`src/rtl/flags_pkg.sv`:
```
// Shared constants for the processor flags unit: default flag layout and
// stack-pointer width helper.
package flags_pkg;

  localparam int unsigned NFLAGS_DEFAULT = 4;

  localparam int unsigned FLAG_C = 3;
  localparam int unsigned FLAG_G = 2;
  localparam int unsigned FLAG_E = 1;
  localparam int unsigned FLAG_Z = 0;

  // Occupancy counter must represent 0..depth inclusive.
  function automatic int unsigned sp_width(input int unsigned depth);
    return $clog2(depth + 1);
  endfunction

endpackage

```
`src/rtl/flags_stack.sv`:
```
// Saturating LIFO of flag vectors with full/empty decode and a sticky
// overflow/underflow/conflict error flag.
module flags_stack
  import flags_pkg::*;
#(
  parameter int unsigned WIDTH = NFLAGS_DEFAULT,
  parameter int unsigned DEPTH = 4
) (
  input  logic                         clk,
  input  logic                         rst_n,
  input  logic                         push,
  input  logic                         pop,
  input  logic                         err_clr,
  input  logic [WIDTH-1:0]             din,
  output logic [WIDTH-1:0]             dout,
  output logic [sp_width(DEPTH)-1:0]   sp,
  output logic                         full,
  output logic                         empty,
  output logic                         err
);

  localparam int unsigned SPW = sp_width(DEPTH);
  localparam int unsigned AW  = (DEPTH > 1) ? $clog2(DEPTH) : 1;

  logic [WIDTH-1:0] mem_q [DEPTH];
  logic [SPW-1:0]   sp_q, sp_d;
  logic             err_q, err_d;
  logic             wr_en;

  assign full  = (sp_q == SPW'(DEPTH));
  assign empty = (sp_q == '0);
  assign sp    = sp_q;
  assign err   = err_q;
  assign dout  = empty ? '0 : mem_q[AW'(sp_q - SPW'(1))];

  // Clear is applied first so a same-cycle error event wins.
  always_comb begin
    sp_d  = sp_q;
    err_d = err_q;
    wr_en = 1'b0;
    if (err_clr) err_d = 1'b0;
    if (push && pop) begin
      err_d = 1'b1;
    end else if (push) begin
      if (full) begin
        err_d = 1'b1;
      end else begin
        wr_en = 1'b1;
        sp_d  = sp_q + SPW'(1);
      end
    end else if (pop) begin
      if (empty) err_d = 1'b1;
      else       sp_d  = sp_q - SPW'(1);
    end
  end

  always_ff @(posedge clk) begin
    if (!rst_n) begin
      sp_q  <= '0;
      err_q <= 1'b0;
    end else begin
      sp_q  <= sp_d;
      err_q <= err_d;
    end
  end

  always_ff @(posedge clk) begin
    if (wr_en) mem_q[AW'(sp_q)] <= din;
  end

endmodule

```
`src/rtl/flags_unit.sv`:
```
// Processor flags register with per-bit write enables, carry-temp latch for
// gated ALU carry-in, and a save/restore stack for call/interrupt context.
module flags_unit
  import flags_pkg::*;
#(
  parameter int unsigned NFLAGS      = NFLAGS_DEFAULT,
  parameter int unsigned CARRY_IDX   = FLAG_C,
  parameter int unsigned STACK_DEPTH = 4
) (
  input  logic                               clk,
  input  logic                               rst_n,
  input  logic [NFLAGS-1:0]                  flags_in,
  input  logic [NFLAGS-1:0]                  flags_we,
  input  logic                               itemp,
  input  logic                               cin_en,
  input  logic                               push,
  input  logic                               pop,
  input  logic                               err_clr,
  output logic [NFLAGS-1:0]                  flags,
  output logic                               cin,
  output logic [sp_width(STACK_DEPTH)-1:0]   sp,
  output logic                               stk_full,
  output logic                               stk_empty,
  output logic                               stk_err
);

  logic [NFLAGS-1:0] flags_q, flags_d;
  logic              ctemp_q, ctemp_d;
  logic [NFLAGS-1:0] stk_dout;
  logic              pop_eff;

  flags_stack #(
    .WIDTH (NFLAGS),
    .DEPTH (STACK_DEPTH)
  ) u_stack (
    .clk     (clk),
    .rst_n   (rst_n),
    .push    (push),
    .pop     (pop),
    .err_clr (err_clr),
    .din     (flags_q),
    .dout    (stk_dout),
    .sp      (sp),
    .full    (stk_full),
    .empty   (stk_empty),
    .err     (stk_err)
  );

  // Only a legal pop (not conflicting, not underflowing) overrides the write.
  assign pop_eff = pop && !push && !stk_empty;

  always_comb begin
    flags_d = (flags_q & ~flags_we) | (flags_in & flags_we);
    if (pop_eff) flags_d = stk_dout;
    ctemp_d = ctemp_q;
    if (itemp) ctemp_d = flags_q[CARRY_IDX];
  end

  always_ff @(posedge clk) begin
    if (!rst_n) begin
      flags_q <= '0;
      ctemp_q <= 1'b0;
    end else begin
      flags_q <= flags_d;
      ctemp_q <= ctemp_d;
    end
  end

  assign flags = flags_q;
  assign cin   = ctemp_q & cin_en;

endmodule

```
`config.mk`:
```
export PLATFORM = sky130hd
export DESIGN_NAME = flags_unit
export DESIGN_NICKNAME = d
export VERILOG_FILES = /design/src/rtl/flags_pkg.sv /design/src/rtl/flags_stack.sv /design/src/rtl/flags_unit.sv
export SDC_FILE = /design/constraint.sdc
export NUM_CORES = 1
export LEC_CHECK = 0
export BUFFER_PORTS_ARGS = -buffer_cell sky130_fd_sc_hd__buf_2
export CORE_AREA = 2 2 51 53
export DETAILED_ROUTE_END_ITERATION = 6
export DIE_AREA = 0 0 53 55
export HOLD_SLACK_MARGIN = 0.03
export PLACE_DENSITY = 0.8
export SLEW_MARGIN = 20
export SYNTH_ARGS = -nofsm -noshare
export SYNTH_HDL_FRONTEND = slang
export SYNTH_SLANG_ARGS = --single-unit
```
`constraint.sdc`:
```
create_clock -name clk -period 2.69 [get_ports clk]
set_input_delay 0.269 -clock clk [delete_from_list [all_inputs] [get_ports clk]]
set_output_delay 0.269 -clock clk [all_outputs]
set_load 0.03 [all_outputs]
```
==> results.json <==
{
  "drc": 0,
  "fmax_mhz": 567,
  "post_cts.repair.setup_buffers": 0,
  "slowest_delay_ns": 0.40,
  "synth_area_leaders": "edfxtp_1 (42%), dfxtp_1 (16%), mux4_2 (7.9%)",
  "synth_cell_types": 25,
  "path_class": "flip-flop to primary output",
  "synth_edf_count": 16,
  "cp_slowest_cell": "dfxtp_1",
  "powerDensity_mw_per_mm2": 666,
  "overflow": 0,
  "drv_cap": 0,
  "setup_viol": 0,
  "via_count": 715,
  "cts_max_path_buffers": 2,
  "io_pins": 26,
  "status": "finished clean",
  "hold_viol_final": 0,
  "path_cells": "inv_1, ha_1, nand2b_1, inv_1, buf_2",
  "syn-num-nets": 98,
  "hold_buffers": 0,
  "async_flop_share_pct": 0,
  "die_x_microns": 53,
  "p_seq_share_pct": 52.9,
  "synth_top_area_share_pct": 42.3,
  "die_y_microns": 55,
  "synthFlopType": "edfxtp_1",
  "power_mw": 0.874,
  "start_kind": "flip-flop",
  "synth_area_leader_cell": "edfxtp_1",
  "grt_start_max_net_pins": 14,
  "dp_slack_ns": 1.02,
  "wirelength_mm": 2.18,
  "clkLatencyLatePin_ns": 0.30,
  "core_sq_mm": 0.00236,
  "grt_usage_pct": 17.2,
  "ys_ff_latch": 25,
  "antenna_left": 0,
  "syn2layout_area_growth_pct": 15.5,
  "slew_viol_final": 0,
  "fin_crit_ns": 1.76,
  "fin_hold_ws_ns": 0.233,
  "grt_pass1_vias": 689,
  "cts.clk_slew.worst_paths_ns": 0.12,
  "skew_ns": 0.00185,
  "cp_max_fo": 4,
  "yosysSeqAreaShare_pct": 58.1,
  "core.rowCount": 18,
  "fin_crit_sh_pct": 65.6,
  "yosysWarnings": 0,
  "diodes": 0,
  "via_per_inst": 5.30,
  "wire_per_inst_microns": 16.2,
  "cts.sinks": 25,
  "cts_buffers": 3,
  "end_kind": "primary output",
  "nets": 126,
  "combPwrFrac_pct": 28.9,
  "rsz0062_at_grt": "no",
  "placedCellCount": 131,
  "p_int_mw": 0.600,
  "antenna_found_initial": 0,
  "initial_core_util_pct": 48.0,
  "die_area_sq_mm": 0.00292,
  "crit_path_frequent_cell": "inv_1",
  "min_path_type": "input port to flip-flop",
  "p_sw_mw": 0.273,
  "port_buffers": 25,
  "final.setup.tns_ns": 0,
  "syn_inst": 78,
  "setup_slack_ns": 0.926,
  "slew_headroom_pct": 76.4,
  "drt_iter0_markers": 13,
  "avgSynthCellArea_sq_um": 14.6,
  "cts-root-buf": "clkbuf_4",
  "cp.arrival_ns": 1.50,
  "worst-endpoint-required_ns": 2.42,
  "worst_pin_slew_ns": 0.353,
  "p_sw_share_pct": 31.3,
  "cts_tree": "yes",
  "stdcell_count": 135,
  "drive_gt1_share_pct": 34.3,
  "clkPwrFrac_pct": 18.2,
  "first_pass_iters": 4,
  "gp_congestion": 0.734,
  "p_leak_nw": 0.610,
  "dp_hpwl_mm": 1.60,
  "post_cts_resized": 0,
  "htree_num_levels": 1,
  "ir_drop_mv": 0.368,
  "syn_area_sq_mm": 0.00114,
  "grt_pass1_wl_mm": 3.42
}
synthesized netlist by cell type, types with 2 or more instances:
master,instances
nor2b_1,2
ha_1,5
o211a_1,4
inv_1,3
mux4_2,4
and3_1,4
dfxtp_1,9
and2_1,4
nand2_1,5
mux2i_1,7
edfxtp_1,16
o21a_1,2
cell families (layout without fill, tap and decap cells):
logic type / count (synthesis) / after routing / share of synthesized area (%)
buffers and inverters: 6 / 33 / 2.75
and+or+nand+nor: 18 / 18 / 8.92
AOI/OAI and AO/OA: 11 / 11 / 9.03
xor gates and xnor gates: 2 / 2 / 1.54
adders and majority gates: 5 / 5 / 5.51
muxes: 11 / 11 / 14.1
DFF: 25 / 25 / 58.1
stage by stage:
step                      util, %  cell area (sq um)
after global routing         55.5               1310
after floorplan                 -               1140
after detailed placement     54.4               1290
after CTS                    55.5               1310
after global placement       54.4               1290
final                        55.5               1310
placed cells by master, fill, tap and decap left out, drive strengths merged:
cell type / instances
nor2b: 3
and2: 4
dfxtp: 9
a21oi: 2
mux4: 4
nor3: 1
o211a: 4
xor2: 1
ha: 5
edfxtp: 16
nand2: 5
and3: 4
o21ai: 1
a22oi: 1
o21a: 2
xnor2: 1
a21boi: 1
mux2i: 7
buf: 26
inv: 3
clkbuf: 4
nand2b: 1
layout make-up:
cell class	instances	area (sq um)
Fill cell	223	1050
Multi-Input combinational cell	47	444
Clock buffer	4	26.3
Tap cell	30	37.5
Sequential cell	25	661
Timing Repair Buffer	26	133
Inverter	3	11.3
worst max-delay path, delay by kind of cell, from the launching register on:
| kind | cells | cell delay [ns] |
|---|---|---|
| buf+inv | 3 | 0.37 |
| fa+ha+maj | 1 | 0.24 |
| flops | 1 | 0.40 |
| simple gates | 1 | 0.18 |
layer usage:
layer	track usage, %	vias to the layer above	wire, microns
li1	-	342	-
met1	21.3	355	925
met2	30.8	14	1150
met3	2.42	4	75
met4	6.41	0	27
met5	0	-	0
power by group through the flow:
stage	sequential [mW]	combinational, mW	clock, mW
final	0.463	0.253	0.159
after global routing	0.466	0.273	0.177
after CTS	0.463	0.255	0.166
after detailed placement	0.471	0.252	0
after global placement	0.469	0.244	0
after floorplan	0.501	0.154	0
final timing paths:
kind | cells after the start | slack [ns] | end | from
worst max register to register | 4 | 1.01 | u_stack.mem_q[3][2] | u_stack.sp[1]
worst max-delay path | 5 | 0.93 | stk_empty | u_stack.sp[1]
worst min register to register | 2 | 0.53 | ctemp_q | ctemp_q
worst min-delay path | 3 | 0.23 | ctemp_q | itemp
Note: power is estimated with default switching activity, not from simulation.
